$ cat src/rtl/mem_burst_pkg.sv
// Shared types and byte-lane helpers for the memory burst sequencer.
package mem_burst_pkg;

    localparam int BYTE_W     = 8;
    localparam int WORD_BYTES = 4;
    localparam int BEAT_W     = BYTE_W * WORD_BYTES;
    localparam int LANE_W     = $clog2(WORD_BYTES);
    localparam int BYTE_IDX_W = $clog2(WORD_BYTES + 1);

    typedef enum logic [2:0] {
        IDLE,
        WR_WAIT,
        WR_BYTES,
        RD_BYTES,
        RD_HOLD
    } state_e;

    function automatic logic [BYTE_W-1:0] lane_sel(
        input logic [BEAT_W-1:0] beat,
        input logic [LANE_W-1:0] k
    );
        return beat[k*BYTE_W +: BYTE_W];
    endfunction

    function automatic logic [BEAT_W-1:0] lane_ins(
        input logic [BEAT_W-1:0] beat,
        input logic [LANE_W-1:0] k,
        input logic [BYTE_W-1:0] b
    );
        logic [BEAT_W-1:0] r;
        r = beat;
        r[k*BYTE_W +: BYTE_W] = b;
        return r;
    endfunction

endpackage

$ cat src/rtl/mem_burst_ctrl_serdes.sv
// Beat register plus byte index: splits a write beat into bytes
// and rebuilds a read beat from bytes returned one cycle late.
module beat_byte_serdes
    import mem_burst_pkg::*;
(
    input  logic                  clk,
    input  logic                  rst_n,
    input  logic                  load_i,
    input  logic [BEAT_W-1:0]     wdata_i,
    input  logic                  clr_i,
    input  logic                  adv_i,
    input  logic                  cap_i,
    input  logic [BYTE_W-1:0]     rbyte_i,
    output logic [BYTE_IDX_W-1:0] idx_o,
    output logic [BYTE_W-1:0]     wbyte_o,
    output logic [BEAT_W-1:0]     beat_o
);

    logic [BYTE_IDX_W-1:0] idx_q, idx_d;
    logic [BEAT_W-1:0]     beat_q, beat_d;
    logic [LANE_W-1:0]     cap_lane;

    always_comb begin
        idx_d    = idx_q;
        beat_d   = beat_q;
        // read data lags the request by one cycle, so it lands in lane idx-1
        cap_lane = LANE_W'(idx_q - BYTE_IDX_W'(1));
        if (load_i || clr_i) begin
            idx_d = '0;
        end else if (adv_i) begin
            idx_d = idx_q + BYTE_IDX_W'(1);
        end
        if (load_i) begin
            beat_d = wdata_i;
        end else if (cap_i) begin
            beat_d = lane_ins(beat_q, cap_lane, rbyte_i);
        end
    end

    always_ff @(posedge clk or negedge rst_n) begin
        if (!rst_n) begin
            idx_q  <= '0;
            beat_q <= '0;
        end else begin
            idx_q  <= idx_d;
            beat_q <= beat_d;
        end
    end

    assign idx_o   = idx_q;
    assign wbyte_o = lane_sel(beat_q, idx_q[LANE_W-1:0]);
    assign beat_o  = beat_q;

endmodule

$ cat src/rtl/mem_burst_ctrl.sv
// Word-burst sequencer serialising 32-bit beats onto a byte-wide
// memory with separate write and read ports.
module mem_burst_ctrl #(
    parameter int DATA_WIDTH = 8,
    parameter int ADDR_WIDTH = 10,
    parameter int WORD_BYTES = 4,
    parameter int LEN_WIDTH  = 8,
    localparam int BW        = DATA_WIDTH * WORD_BYTES
) (
    input  logic                  clk,
    input  logic                  rst_n,
    input  logic                  cmd_valid,
    output logic                  cmd_ready,
    input  logic                  cmd_write,
    input  logic [ADDR_WIDTH-1:0] cmd_addr,
    input  logic [LEN_WIDTH-1:0]  cmd_len,
    input  logic                  wr_valid,
    output logic                  wr_ready,
    input  logic [BW-1:0]         wr_data,
    output logic                  rd_valid,
    input  logic                  rd_ready,
    output logic [BW-1:0]         rd_data,
    output logic                  rd_last,
    output logic                  done,
    output logic                  mem_write_en,
    output logic [ADDR_WIDTH-1:0] mem_write_address,
    output logic [DATA_WIDTH-1:0] mem_data_in,
    output logic                  mem_read_en,
    output logic [ADDR_WIDTH-1:0] mem_read_address,
    input  logic [DATA_WIDTH-1:0] mem_data_out
);

    import mem_burst_pkg::*;

    localparam int OFF_W = $clog2(WORD_BYTES);

    state_e                state_q, state_d;
    logic [ADDR_WIDTH-1:0] addr_q, addr_d;
    logic [LEN_WIDTH-1:0]  len_q, len_d;
    logic [LEN_WIDTH-1:0]  beat_cnt_q, beat_cnt_d;

    logic                  ser_load, ser_clr, ser_adv, ser_cap;
    logic [BYTE_IDX_W-1:0] idx;
    logic [BYTE_W-1:0]     wbyte;
    logic [BEAT_W-1:0]     beat;
    logic                  is_last;
    logic                  idx_top;
    logic [ADDR_WIDTH-1:0] byte_addr;

    beat_byte_serdes u_serdes (
        .clk     (clk),
        .rst_n   (rst_n),
        .load_i  (ser_load),
        .wdata_i (wr_data),
        .clr_i   (ser_clr),
        .adv_i   (ser_adv),
        .cap_i   (ser_cap),
        .rbyte_i (mem_data_out),
        .idx_o   (idx),
        .wbyte_o (wbyte),
        .beat_o  (beat)
    );

    assign byte_addr = addr_q + ADDR_WIDTH'(idx);
    assign is_last   = (beat_cnt_q == len_q);
    assign idx_top   = (idx == BYTE_IDX_W'(WORD_BYTES));

    always_comb begin
        state_d           = state_q;
        addr_d            = addr_q;
        len_d             = len_q;
        beat_cnt_d        = beat_cnt_q;
        cmd_ready         = 1'b0;
        wr_ready          = 1'b0;
        rd_valid          = 1'b0;
        rd_last           = 1'b0;
        rd_data           = '0;
        done              = 1'b0;
        ser_load          = 1'b0;
        ser_clr           = 1'b0;
        ser_adv           = 1'b0;
        ser_cap           = 1'b0;
        mem_write_en      = 1'b0;
        mem_write_address = '0;
        mem_data_in       = '0;
        mem_read_en       = 1'b0;
        mem_read_address  = '0;

        unique case (state_q)
            IDLE: begin
                cmd_ready = 1'b1;
                if (cmd_valid) begin
                    addr_d     = {cmd_addr[ADDR_WIDTH-1:OFF_W], OFF_W'(0)};
                    len_d      = cmd_len;
                    beat_cnt_d = '0;
                    if (cmd_write) begin
                        state_d = WR_WAIT;
                    end else begin
                        ser_clr = 1'b1;
                        state_d = RD_BYTES;
                    end
                end
            end
            WR_WAIT: begin
                wr_ready = 1'b1;
                if (wr_valid) begin
                    ser_load = 1'b1;
                    state_d  = WR_BYTES;
                end
            end
            WR_BYTES: begin
                mem_write_en      = 1'b1;
                mem_write_address = byte_addr;
                mem_data_in       = wbyte;
                ser_adv           = 1'b1;
                if (idx == BYTE_IDX_W'(WORD_BYTES - 1)) begin
                    addr_d = addr_q + ADDR_WIDTH'(WORD_BYTES);
                    if (is_last) begin
                        done    = 1'b1;
                        state_d = IDLE;
                    end else begin
                        beat_cnt_d = beat_cnt_q + LEN_WIDTH'(1);
                        state_d    = WR_WAIT;
                    end
                end
            end
            RD_BYTES: begin
                mem_read_en      = !idx_top;
                mem_read_address = idx_top ? '0 : byte_addr;
                ser_adv          = !idx_top;
                ser_cap          = (idx != '0);
                if (idx_top) begin
                    addr_d  = addr_q + ADDR_WIDTH'(WORD_BYTES);
                    state_d = RD_HOLD;
                end
            end
            RD_HOLD: begin
                rd_valid = 1'b1;
                rd_last  = is_last;
                rd_data  = beat;
                if (rd_ready) begin
                    if (is_last) begin
                        done    = 1'b1;
                        state_d = IDLE;
                    end else begin
                        beat_cnt_d = beat_cnt_q + LEN_WIDTH'(1);
                        ser_clr    = 1'b1;
                        state_d    = RD_BYTES;
                    end
                end
            end
            default: state_d = IDLE;
        endcase
    end

    always_ff @(posedge clk or negedge rst_n) begin
        if (!rst_n) begin
            state_q    <= IDLE;
            addr_q     <= '0;
            len_q      <= '0;
            beat_cnt_q <= '0;
        end else begin
            state_q    <= state_d;
            addr_q     <= addr_d;
            len_q      <= len_d;
            beat_cnt_q <= beat_cnt_d;
        end
    end

endmodule

$ cat config.mk
export PLATFORM = sky130hd
export DESIGN_NAME = mem_burst_ctrl
export DESIGN_NICKNAME = d
export VERILOG_FILES = /design/src/rtl/mem_burst_pkg.sv /design/src/rtl/mem_burst_ctrl_serdes.sv /design/src/rtl/mem_burst_ctrl.sv
export SDC_FILE = /design/constraint.sdc
export NUM_CORES = 1
export LEC_CHECK = 0
export BUFFER_PORTS_ARGS = -buffer_cell sky130_fd_sc_hd__buf_2
export CAP_MARGIN = 20
export CORE_MARGIN = 5
export CORE_UTILIZATION = 52
export CTS_CLUSTER_SIZE = 10
export DETAILED_ROUTE_END_ITERATION = 16
export PLACE_DENSITY = 0.81
export SETUP_SLACK_MARGIN = 0.02
export SYNTH_ARGS = -nofsm -noshare
export SYNTH_HDL_FRONTEND = slang
export SYNTH_SLANG_ARGS = --single-unit
$ cat constraint.sdc
create_clock -name clk -period 2.8 [get_ports clk]
set_input_delay 0.14 -clock clk [delete_from_list [all_inputs] [get_ports clk]]
set_output_delay 0.14 -clock clk [all_outputs]
set_load 0.1 [all_outputs]
# Yosys cells after proc, flatten, opt, wreduce, memory -nomap -nowiden

Cells that the tools add are included.

$add $sub $neg: 6
Equal/unequal tests: 12
Shift-type cells: 3
Muxes and demuxes: 47
Reductions and logical operators: 12

Operators by type and width:

| operator                                               | count |
|---|---|
| 2-to-1 mux 32 bit                                      | 3 |
| 2-to-1 mux 10 bit                                      | 6 |
| 2-to-1 mux 8 bit                                       | 5 |
| negator 5 -> 34 bit                                    | 1 |
| variable shift 8 x 34 -> 32 bit (first input constant) | 1 |
| variable part select 8 x 34 -> 32 bit                  | 1 |
| bitwise mux 32 bit                                     | 1 |
| variable part select 32 x 6 -> 8 bit                   | 1 |
| case mux 10 bit (3 select lines)                       | 1 |
| case mux 8 bit (3 select lines)                        | 1 |
| 2-to-1 mux 3 bit                                       | 7 |
| 2-to-1 mux 1 bit                                       | 17 |
| case mux 3 bit (5 select lines)                        | 1 |
| adder 10 x 3 -> 10 bit                                 | 1 |
| adder 10 x 3 -> 10 bit (second input constant)         | 1 |
| != test 2 bit (second input constant)                  | 5 |
| equality test 3 x 2 -> 1 bit (second input constant)   | 3 |
| nonzero test 3 bit                                     | 3 |
| adder 8 x 1 -> 8 bit (second input constant)           | 1 |
| equality test 8 bit                                    | 1 |
| AND reduction 4 bit                                    | 2 |
| equality test 3 bit (second input constant)            | 2 |
| case mux 1 bit (2 select lines)                        | 3 |
| AND reduction 5 bit                                    | 1 |
| other kinds (9)                                        | 11 |

Register bits after elaboration: 64
Input port bits: 64
Output and inout bits: 67
Word-level logic and storage cells: 86

# Depth between registers and ports, before layout

Gate-level depths: netlist of run 1.

Depth after elaboration: 6
Gate-level depth with buffers: 8

# Hierarchy

From an unflattened synthesis of run 1, not the netlist that was laid out.

Cells, all modules: 438
Area total of the unflattened synthesis: 3988.8 µm²

By module, submodules not included:

| module           | times used | cells an instance | area an instance (µm²) | seq. area each (µm²) |
|---|---|---|---|---|
| mem_burst_ctrl   | 1          | 288               | 2204.6                 | 675.6 |
| beat_byte_serdes | 1          | 150               | 1784.2                 | 875.8 |

# Worst setup path after synthesis of run 1

Ideal clock, no wire load.

Path kind: reg2out
From: register state_q[2]
To: output port cmd_ready
Arrival: 2.847 ns
Data required time: 2.660 ns
Slack: -0.187 ns
Stages on the path, launching flop included: 4
Path buffers: 2
Cell sequence: dfrtp_1 > buf_2 > clkbuf_1 > nor3_1

Word-level cells in the longest chain between the ends: 2

RTL lines:

| item                   | RTL line              | text |
|---|---|---|
| start, declared        | mem_burst_ctrl.sv:37  | `state_e state_q, state_d;` |
| start signal, assigned | mem_burst_ctrl.sv:163 | `state_q <= state_d;` |
| zero test 3 bit        | mem_burst_ctrl.sv:89  | `unique case (state_q)` |
| 2-to-1 mux 1 bit       | mem_burst_ctrl.sv:89  |  |
| end, declared          | mem_burst_ctrl.sv:13  | `output logic cmd_ready,` |

No other way between the ends.

# Worst setup path in the final report of run 1

From: register state_q[2]
To: output port mem_read_address[2]

Word-level cells in the longest chain between the ends: 2

RTL lines:

| item                         | RTL line             | text |
|---|---|---|
| equality test 3 x 2 -> 1 bit | mem_burst_ctrl.sv:89 |  |
| 2-to-1 mux 10 bit            | mem_burst_ctrl.sv:89 |  |
| end, declared                | mem_burst_ctrl.sv:29 | `output logic [ADDR_WIDTH-1:0] mem_read_address,` |

No other way between the ends.

==> results of run 1 <==
cell usage in the layout (no fill, tap or decap), drive strengths merged, types with 2 or more instances in the layout:
cell	count
and3	66
nand3	14
o211ai	2
clkbuf	12
nor2b	3
a22o	2
nand2	55
mux4	8
a21o	2
ha	10
o22ai	4
nor2	35
nand4	4
buf	140
o311ai	4
a311oi	2
mux2	10
xor2	3
and2	12
xnor2	13
a21oi	51
nand2b	5
inv	8
nor4b	2
mux2i	2
a211oi	3
a31oi	2
o21ai	38
bufinv	2
dfrtp	62
nor3	3
worst register-to-register path, stage by stage (launching register included):
cell and delay (ns):
dfrtp_1 0.55, nor2b_1 0.23, buf_4 0.25, and2_1 0.22
a21oi_2 0.09, or4_1 0.51, o211ai_1 0.17
power groups by stage:
stage	logic, mW	clock network, mW	registers [mW]
floorplan	3.33	0	1.48
global placement	4.42	0	1.63
detailed placement	4.53	0	1.66
CTS	4.54	0.901	1.64
global route	4.84	0.942	1.71
finish	4.54	0.891	1.66
through the flow:
step | total power [mW] | hold WS, ns | worst slack [ns]
4_1_cts | 7.09 | 0.0244 | 0.0455
2_1_floorplan | 4.81 | -0.156 | -0.0888
6_report | 7.09 | 0.0317 | 0.249
3_3_place_gp | 6.05 | 0.184 | 0.474
5_1_grt | 7.49 | 0.0175 | 0.0602
3_5_place_dp | 6.18 | 0.190 | 0.423
state kept, by name (all words and copies together) (netlist names):
name             flops
state_q              3
beat_cnt_q           8
u_serdes.beat_o     32
u_serdes.idx_o       3
addr_q               8
len_q                8
cells by family (layout without fill, tap and decap cells):
group                      Yosys count  after routing  share of synthesized area
DFF                                 62             62                      0.375
adders and majority gates           10             10                     0.0302
xor gates and xnor gates            16             16                     0.0339
muxes                               20             20                     0.0756
AOI/OAI and AO/OA                  117            117                      0.173
buffers and inverters               39            165                     0.0505
and+or+nand+nor                    205            205                      0.261
layer usage:
metal,part of all wire,wire (microns),vias up
met4,0.017,214,0
met1,0.41,5150,1964
met2,0.50,6240,149
met3,0.067,827,21
met5,0,0,-
li1,-,-,1922
area by class of cell:
| type | count | share of cell area |
|---|---|---|
| multi-input cells | 368 | 0.432 |
| flip-flops and latches | 62 | 0.281 |
| repair buffers | 141 | 0.218 |
| clock buffers | 12 | 0.0280 |
| well taps | 102 | 0.0231 |
| clock inverters | 3 | 0.0122 |
| inverters | 9 | 0.00633 |
final timing paths:
path / startpoint / end / slack [ns] / cells after the start
worst max-delay path: state_q[2] / mem_read_address[2] / 0.25 / 6
worst min-delay path: cmd_len[4] / len_q[4] / 0.03 / 2
worst max register to register: state_q[2] / beat_cnt_q[6] / 0.68 / 6
worst min register to register: u_serdes.beat_o[18] / u_serdes.beat_o[18] / 0.50 / 2
max in group asynchronous: rst_n / u_serdes.idx_o[1] / 2.10 / 3
min in group asynchronous: rst_n / len_q[7] / 0.35 / 3
timing repair:
item	CTS	global route
endpoints found under the hold margin	62	0
hold buffers	1	0
resized for setup	0	2
endpoints found under the setup margin	0	11
==> metrics.md, run 1 <==
| Metric | Value |
|---|---|
| Result of the run | `finished, final reports clean` |
| Met2 track utilization from global routing | `0.426` |
| H-tree levels | `3` |
| Final count of negative-setup-slack endpoints | `0` |
| Average cell area after synthesis | `8.82 sq um` |
| Residual DRC | `0` |
| Total non-filler cell area in the finished layout | `5540 sq um` |
| Post-detail-place hpwl | `9500 microns` |
| Buf/Inv on CP | `3` |
| Share of total power in sequential cells | `0.234` |
| Synthesized Nets | `543` |
| Synth area leaders | `dfrtp_1 (38%), and3_1 (10%), a21oi_1 (5.6%), nand2_1 (4.9%), mux4_2 (4.4%)` |
| GP Congestion | `0.954` |
| Leak pwr | `2.74 nW` |
| Final number of max-transition violations | `0` |
| Skew-Pair Late Insertion Delay | `0.34 ns` |
| WP data required | `2.66 ns` |
| Ys Warns | `0` |
| Cell-by-cell trace of the critical path | `nor2b_1 > buf_4 > nand3_1 > inv_1 > and2_2 > buf_12` |
| Critical path launch point type | `register` |
| Post-synthesis cell area | `4140 sq um` |
| # Max-Cap Violations | `0` |
| Proportion of total power due to net switching | `0.523` |
| Flip-flop and latch count after synthesis | `62` |
| Global-route usage over all layers | `0.258` |
| Final hold violation count | `0` |
| Fmax achieved | `392 MHz` |
| Sequential standard cell area | `1550 sq um` |
| Number of buffer cells added on primary ports | `128` |
| Signal arrival time at the worst endpoint | `2.41 ns` |
| Critical Path Slowest Stage Cell | `dfrtp_1` |
| Pin count of the biggest net entering global routing | `39` |
| Sort of element at the end of the critical path | `output pin` |
| Number of antenna-violating nets in the routed design | `0` |
| Part of the power in combinational logic | `0.640` |
| Sequential area share after synthesis | `0.375` |
| Final Core Density | `0.716` |
| Area growth from synthesis to layout | `33.8%` |
| Worst clock skew | `0.00809 ns` |
| Area of the core | `7730 sq um` |
| Fraction of synthesis flops using an asynchronous set or reset pin | `1.00` |
| Total instance count after detailed placement | `681` |
| Normalized max-slew margin | `0.529` |
| IO Pins | `131` |
| Clock share of power | `0.126` |
| Routed len/inst | `17.8 microns` |
| Distinct cell type count of the synthesized netlist | `57` |
| Proportion of layout cells with a drive suffix above 1 | `0.326` |
| Number of setup buffers added after CTS | `0` |
| Power Density | `1280 nW/um^2` |
| Fillers | `587` |
| Synthesized instance count | `469` |
| Most instantiated flip-flop cell in the synthesis netlist | `dfrtp_1` |
| Aggregate global routing overflow | `0` |
| Number of flops mapped to enable cells by yosys | `0` |
| Part of the cycle the worst path needs | `0.911` |
| RSZ-0062 raised after global routing | `false` |
| Longest individual stage delay on the worst path | `0.55 ns` |
| Worst Setup Path Type | `register to output pin` |
| Avg Vias per Cell | `5.82` |
| Post-detailed-routing wire length | `12400 microns` |
| Global routing usage on met3 | `0.0498` |
| Final antenna diode count | `0` |
| Num rows | `32` |
| Die Footprint | `9840 sq um` |
| Cell area reported after detailed placement | `5300 sq um` |
| Total number of vias | `4056` |
| Clock-pin slew of the registers on the worst-case setup and hold paths | `0.07 ns` |
| Total clock buffers created by CTS | `9` |
| Antenna violations before repair | `0` |
| Sinks on Clock Net | `62` |
| Post-layout net count | `665` |
| Vertical die dimension | `99.2 microns` |
| Final TNS setup | `0 ns` |
| First DRT Iteration DRCs | `245` |
| Starting utilization of the core area | `0.535` |
| Synth top area share | `0.375` |
| Cell chosen for the clock root | `clkbuf_8` |
| X dimension of the die | `99.2 microns` |
| Net Switching | `3.71 mW` |
| Period minus WS final | `2.55 ns` |
| Clock tree buffer depth | `2` |
| Area leader, netlist | `dfrtp_1` |
| Worst min-delay path class | `input port to register` |
| CTS tree | `built` |
| Non-filler instance count after layout | `697` |
| Maximum vdd drop | `1.16 mV` |
| Maximum fanout along the worst path | `20` |
| Multi-input gate area | `2390 sq um` |
| Wire length of the first global-routing pass | `20400 microns` |
| Top cells by count, synth | `and3_1 (66), dfrtp_1 (62), nand2_1 (54), a21oi_1 (46), nor2_1 (34)` |
| Measured slew at the worst slew-check pin | `0.705 ns` |
| Family of cells with the greatest summed delay on the critical path | `simple AND/OR/NAND/NOR gates` |
| Library cell with the highest instance count after synthesis | `and3_1` |
| Most crowded layer after global routing | `met2` |
| Cell-internal power | `3.38 mW` |
| Drt first pass iters | `5` |
| GR met1 Demand/Resource | `0.343` |
| Via count of the first global-routing pass | `4128` |
No activity file was read; power rests on OpenSTA's default activity.
==> inputs of run 2 (changes only) <==
- ABC_AREA: not set -> 1
==> run 2 against run 1 <==
Critical path depth increased by 3. Cell area fell by 3.6%. Global-route usage shrank 0.24 points. Register-to-register slack got worse by 0.09 ns. Largest power group unchanged. Critical endpoint is now mem_read_address[9].
==> metrics.md, run 2 <==
| Metric | Value |
|---|---|
| Post-detailed-routing wire length | `12500 microns (was 12400 microns)` |
| WP data required | `2.66 ns (about the same)` |
| # Max-Cap Violations | `0 (unchanged)` |
| Num rows | `32 (unchanged)` |
| Power Density | `1300 nW/um^2 (was 1280 nW/um^2)` |
| Starting utilization of the core area | `0.536 (was 0.535)` |
| Worst clock skew | `0.00641 ns (was 0.00809 ns)` |
| Flip-flop and latch count after synthesis | `62 (unchanged)` |
| Synth area leaders | `dfrtp_1 (37%), nand2_1 (11%), o21ai_0 (8.5%), nor2_1 (7.5%), inv_1 (7.2%) (was dfrtp_1 (38%), and3_1 (10%), a21oi_1 (5.6%), nand2_1 (4.9%), mux4_2 (4.4%))` |
| Final antenna diode count | `0 (unchanged)` |
| Flop-to-flop setup slack | `0.59 ns (was 0.68 ns)` |
| Critical path launch point type | `register (unchanged)` |
| Period minus WS final | `2.43 ns (was 2.55 ns)` |
| Ys Warns | `0 (unchanged)` |
| Worst Setup Path Type | `register to output pin (unchanged)` |
| Library cell with the highest instance count after synthesis | `nand2_1 (was and3_1)` |
| Proportion of layout cells with a drive suffix above 1 | `0.268 (was 0.326)` |
| Synth top area share | `0.372 (was 0.375)` |
| Skew-Pair Late Insertion Delay | `0.34 ns (about the same)` |
| IO Pins | `131 (unchanged)` |
| Global-route usage over all layers | `0.255 (was 0.258)` |
| Cell-by-cell trace of the critical path | `ha_1 > nand2_1 > nor2_1 > nand2_1 > nor2_1 > nand2_1 > xor2_1 > nor2_1 > buf_2 (was nor2b_1 > buf_4 > nand3_1 > inv_1 > and2_2 > buf_12)` |
| Leak pwr | `2.75 nW (was 2.74 nW)` |
| Result of the run | `finished, final reports clean (unchanged)` |
| Sort of element at the end of the critical path | `output pin (unchanged)` |
| Overall power of the completed layout | `6.93 mW (was 7.09 mW)` |
| Final hold violation count | `0 (unchanged)` |
| Die Footprint | `9900 sq um (was 9840 sq um)` |
| Synthesized instance count | `608 (was 469)` |
| Post-synthesis cell area | `4170 sq um (was 4140 sq um)` |
| Routed len/inst | `14.9 microns (was 17.8 microns)` |
| Startpoint of the worst setup timing path | `addr_q[2] (was state_q[2])` |
| Non-filler instance count after layout | `841 (was 697)` |
| Most frequent standard cell in the layout excluding fill and tap cells | `nand2_1 (was buf_2)` |
| Worst setup path end | `mem_read_address[9] (was mem_read_address[2])` |
| Final Core Density | `0.687 (was 0.716)` |
| Antenna violations before repair | `0 (unchanged)` |
| Area growth from synthesis to layout | `28.2% (was 33.8%)` |
| Number of buffer cells added on primary ports | `128 (unchanged)` |
| Depth of the worst register-to-register path | `10 (was 6)` |
| Wire length of the first global-routing pass | `20300 microns (was 20400 microns)` |
| Maximum vdd drop | `1.37 mV (was 1.16 mV)` |
| Normalized max-slew margin | `0.552 (was 0.529)` |
| Drt first pass iters | `6 (was 5)` |
| Total number of vias | `4483 (was 4056)` |
| Worst min-delay path class | `input port to register (unchanged)` |
| Sequential area share after synthesis | `0.372 (was 0.375)` |
| H-tree levels | `3 (unchanged)` |
| Critical Path Slowest Stage Cell | `dfrtp_1 (unchanged)` |
| Pin count of the biggest net entering global routing | `51 (was 39)` |
| Fraction of synthesis flops using an asynchronous set or reset pin | `1.00 (unchanged)` |
| CTS tree | `built (unchanged)` |
| Signal arrival time at the worst endpoint | `2.29 ns (was 2.41 ns)` |
| Clock-pin slew of the registers on the worst-case setup and hold paths | `0.07 ns (about the same)` |
| Aggregate global routing overflow | `0 (unchanged)` |
| Largest register FFs | `32 (unchanged)` |
| Area leader, netlist | `dfrtp_1 (unchanged)` |
| Post-layout net count | `808 (was 665)` |
| Residual DRC | `0 (unchanged)` |
| Most instantiated flip-flop cell in the synthesis netlist | `dfrtp_1 (unchanged)` |
| Measured slew at the worst slew-check pin | `0.672 ns (was 0.705 ns)` |
| Total clock buffers created by CTS | `9 (unchanged)` |
| Area of the core | `7770 sq um (was 7730 sq um)` |
| Final count of negative-setup-slack endpoints | `0 (unchanged)` |
| Reg-to-reg startpoint | `u_serdes.idx_o[1] (was state_q[2])` |
| Distinct cell type count of the synthesized netlist | `29 (was 57)` |
| Average cell area after synthesis | `6.85 sq um (was 8.82 sq um)` |
| X dimension of the die | `99.5 microns (was 99.2 microns)` |
| Number of antenna-violating nets in the routed design | `0 (unchanged)` |
| Cell chosen for the clock root | `clkbuf_8 (unchanged)` |
| Avg Vias per Cell | `5.33 (was 5.82)` |
| GP Congestion | `0.965 (was 0.954)` |
| First DRT Iteration DRCs | `383 (was 245)` |
| Maximum fanout along the worst path | `5 (was 20)` |
| Post-detail-place hpwl | `9430 microns (was 9500 microns)` |
| Via count of the first global-routing pass | `4176 (was 4128)` |
| Fmax achieved | `412 MHz (was 392 MHz)` |
| Final number of max-transition violations | `0 (unchanged)` |
| Number of setup buffers added after CTS | `0 (unchanged)` |
| Commonest cells after routing, fill and taps aside | `nand2_1 (125), buf_2 (120), inv_1 (80) (was buf_2 (97), and3_1 (66), dfrtp_1 (60))` |
| Number of flops mapped to enable cells by yosys | `0 (unchanged)` |
| Clock tree buffer depth | `2 (unchanged)` |
| Total instance count after detailed placement | `823 (was 681)` |
| Vertical die dimension | `99.5 microns (was 99.2 microns)` |
| Part of the cycle the worst path needs | `0.867 (was 0.911)` |
| End of the worst register-to-register path | `addr_q[4] (was beat_cnt_q[6])` |
| Sinks on Clock Net | `62 (unchanged)` |
| Top cells by count, synth | `nand2_1 (125), nor2_1 (83), inv_1 (80), o21ai_0 (71), dfrtp_1 (62) (was and3_1 (66), dfrtp_1 (62), nand2_1 (54), a21oi_1 (46), nor2_1 (34))` |
| Synthesized Nets | `682 (was 543)` |
| RSZ-0062 raised after global routing | `false (unchanged)` |
| Longest individual stage delay on the worst path | `0.43 ns (was 0.55 ns)` |
## run 2: changes by cell type after synthesis, moves of 7 or more
cell,delta
inv_1,+73
nand2_1,+71
and3_1,-66
o21ai_0,+65
nor2_1,+49
o211ai_1,+24
and2_1,-11
o21ai_1,-10
xnor2_1,-9
mux4_2,-8
mux2_2,-7
## run 2: kinds of logic after synthesis
family | Yosys count | synth area share
muxes | 3 | 0.00811
AOI/OAI and AO/OA | 162 | 0.212
adders and majority gates | 10 | 0.0300
buffers and inverters | 112 | 0.108
xor gates and xnor gates | 9 | 0.0189
and+or+nand+nor | 250 | 0.251
DFF | 62 | 0.372
## run 2: how the worst min path moves through the flow
stage	from	endpoint	slack (ns)	cells past startpoint
floorplan	rst_n	addr_q[2]	-0.16	0
finish	cmd_len[3]	len_q[3]	0.02	2
CTS	cmd_len[3]	len_q[3]	0.01	2
detailed placement	cmd_len[3]	len_q[3]	0.38	2
global placement	cmd_len[3]	len_q[3]	0.37	2
global route	cmd_len[2]	len_q[2]	0.02	2
## run 2: worst max-delay path, delay by kind of cell, from the launching register on
family | cells | cell delay (ns)
adders and majority gates | 1 | 0.21
and+or+nand+nor | 6 | 0.70
xor gates and xnor gates | 1 | 0.17
DFF | 1 | 0.43
buffers and inverters | 1 | 0.43
## run 2: metal layers
metal	GRT usage	share of wire
met1	0.360	0.43
met2	0.388	0.45
met4	0.0945	0.020
met5	0	0
met3	0.0526	0.098
## run 2: timing repair
item / 4_1_cts / 5_1_grt
resized for setup: 0 / 0
hold buffers: 0 / 1
hold endpoints to repair: 0 / 13
## run 2: metrics by stage
stage / area, sq um / worst slack [ns] / TNS (ns) / hold WS (ns)
2_1_floorplan: 4210 / -0.177 / -7.14 / -0.156
5_1_grt: 5340 / 0.168 / 0 / 0.0197
4_1_cts: 5310 / 0.364 / 0 / 0.0128
3_3_place_gp: 5050 / 0.711 / 0 / 0.374
3_5_place_dp: 5050 / 0.656 / 0 / 0.377
6_report: 5340 / 0.372 / 0 / 0.0228
## run 2: layout make-up
| class | count | area, sq um |
|---|---|---|
| Clock buffer | 11 | 151 |
| Clock inverter | 5 | 105 |
| Fill cell | 667 | 2430 |
| Inverter | 87 | 329 |
| Multi-Input combinational cell | 434 | 2210 |
| Sequential cell | 62 | 1550 |
| Tap cell | 102 | 128 |
| Timing Repair Buffer | 140 | 866 |
## run 2: report_power, final
part           switching, mW  internal (mW)  total [mW]  leakage, nW
logic                   3.28           1.06        4.34         1.83
clock network          0.371          0.640        1.01        0.122
registers              0.320           1.26        1.58        0.795
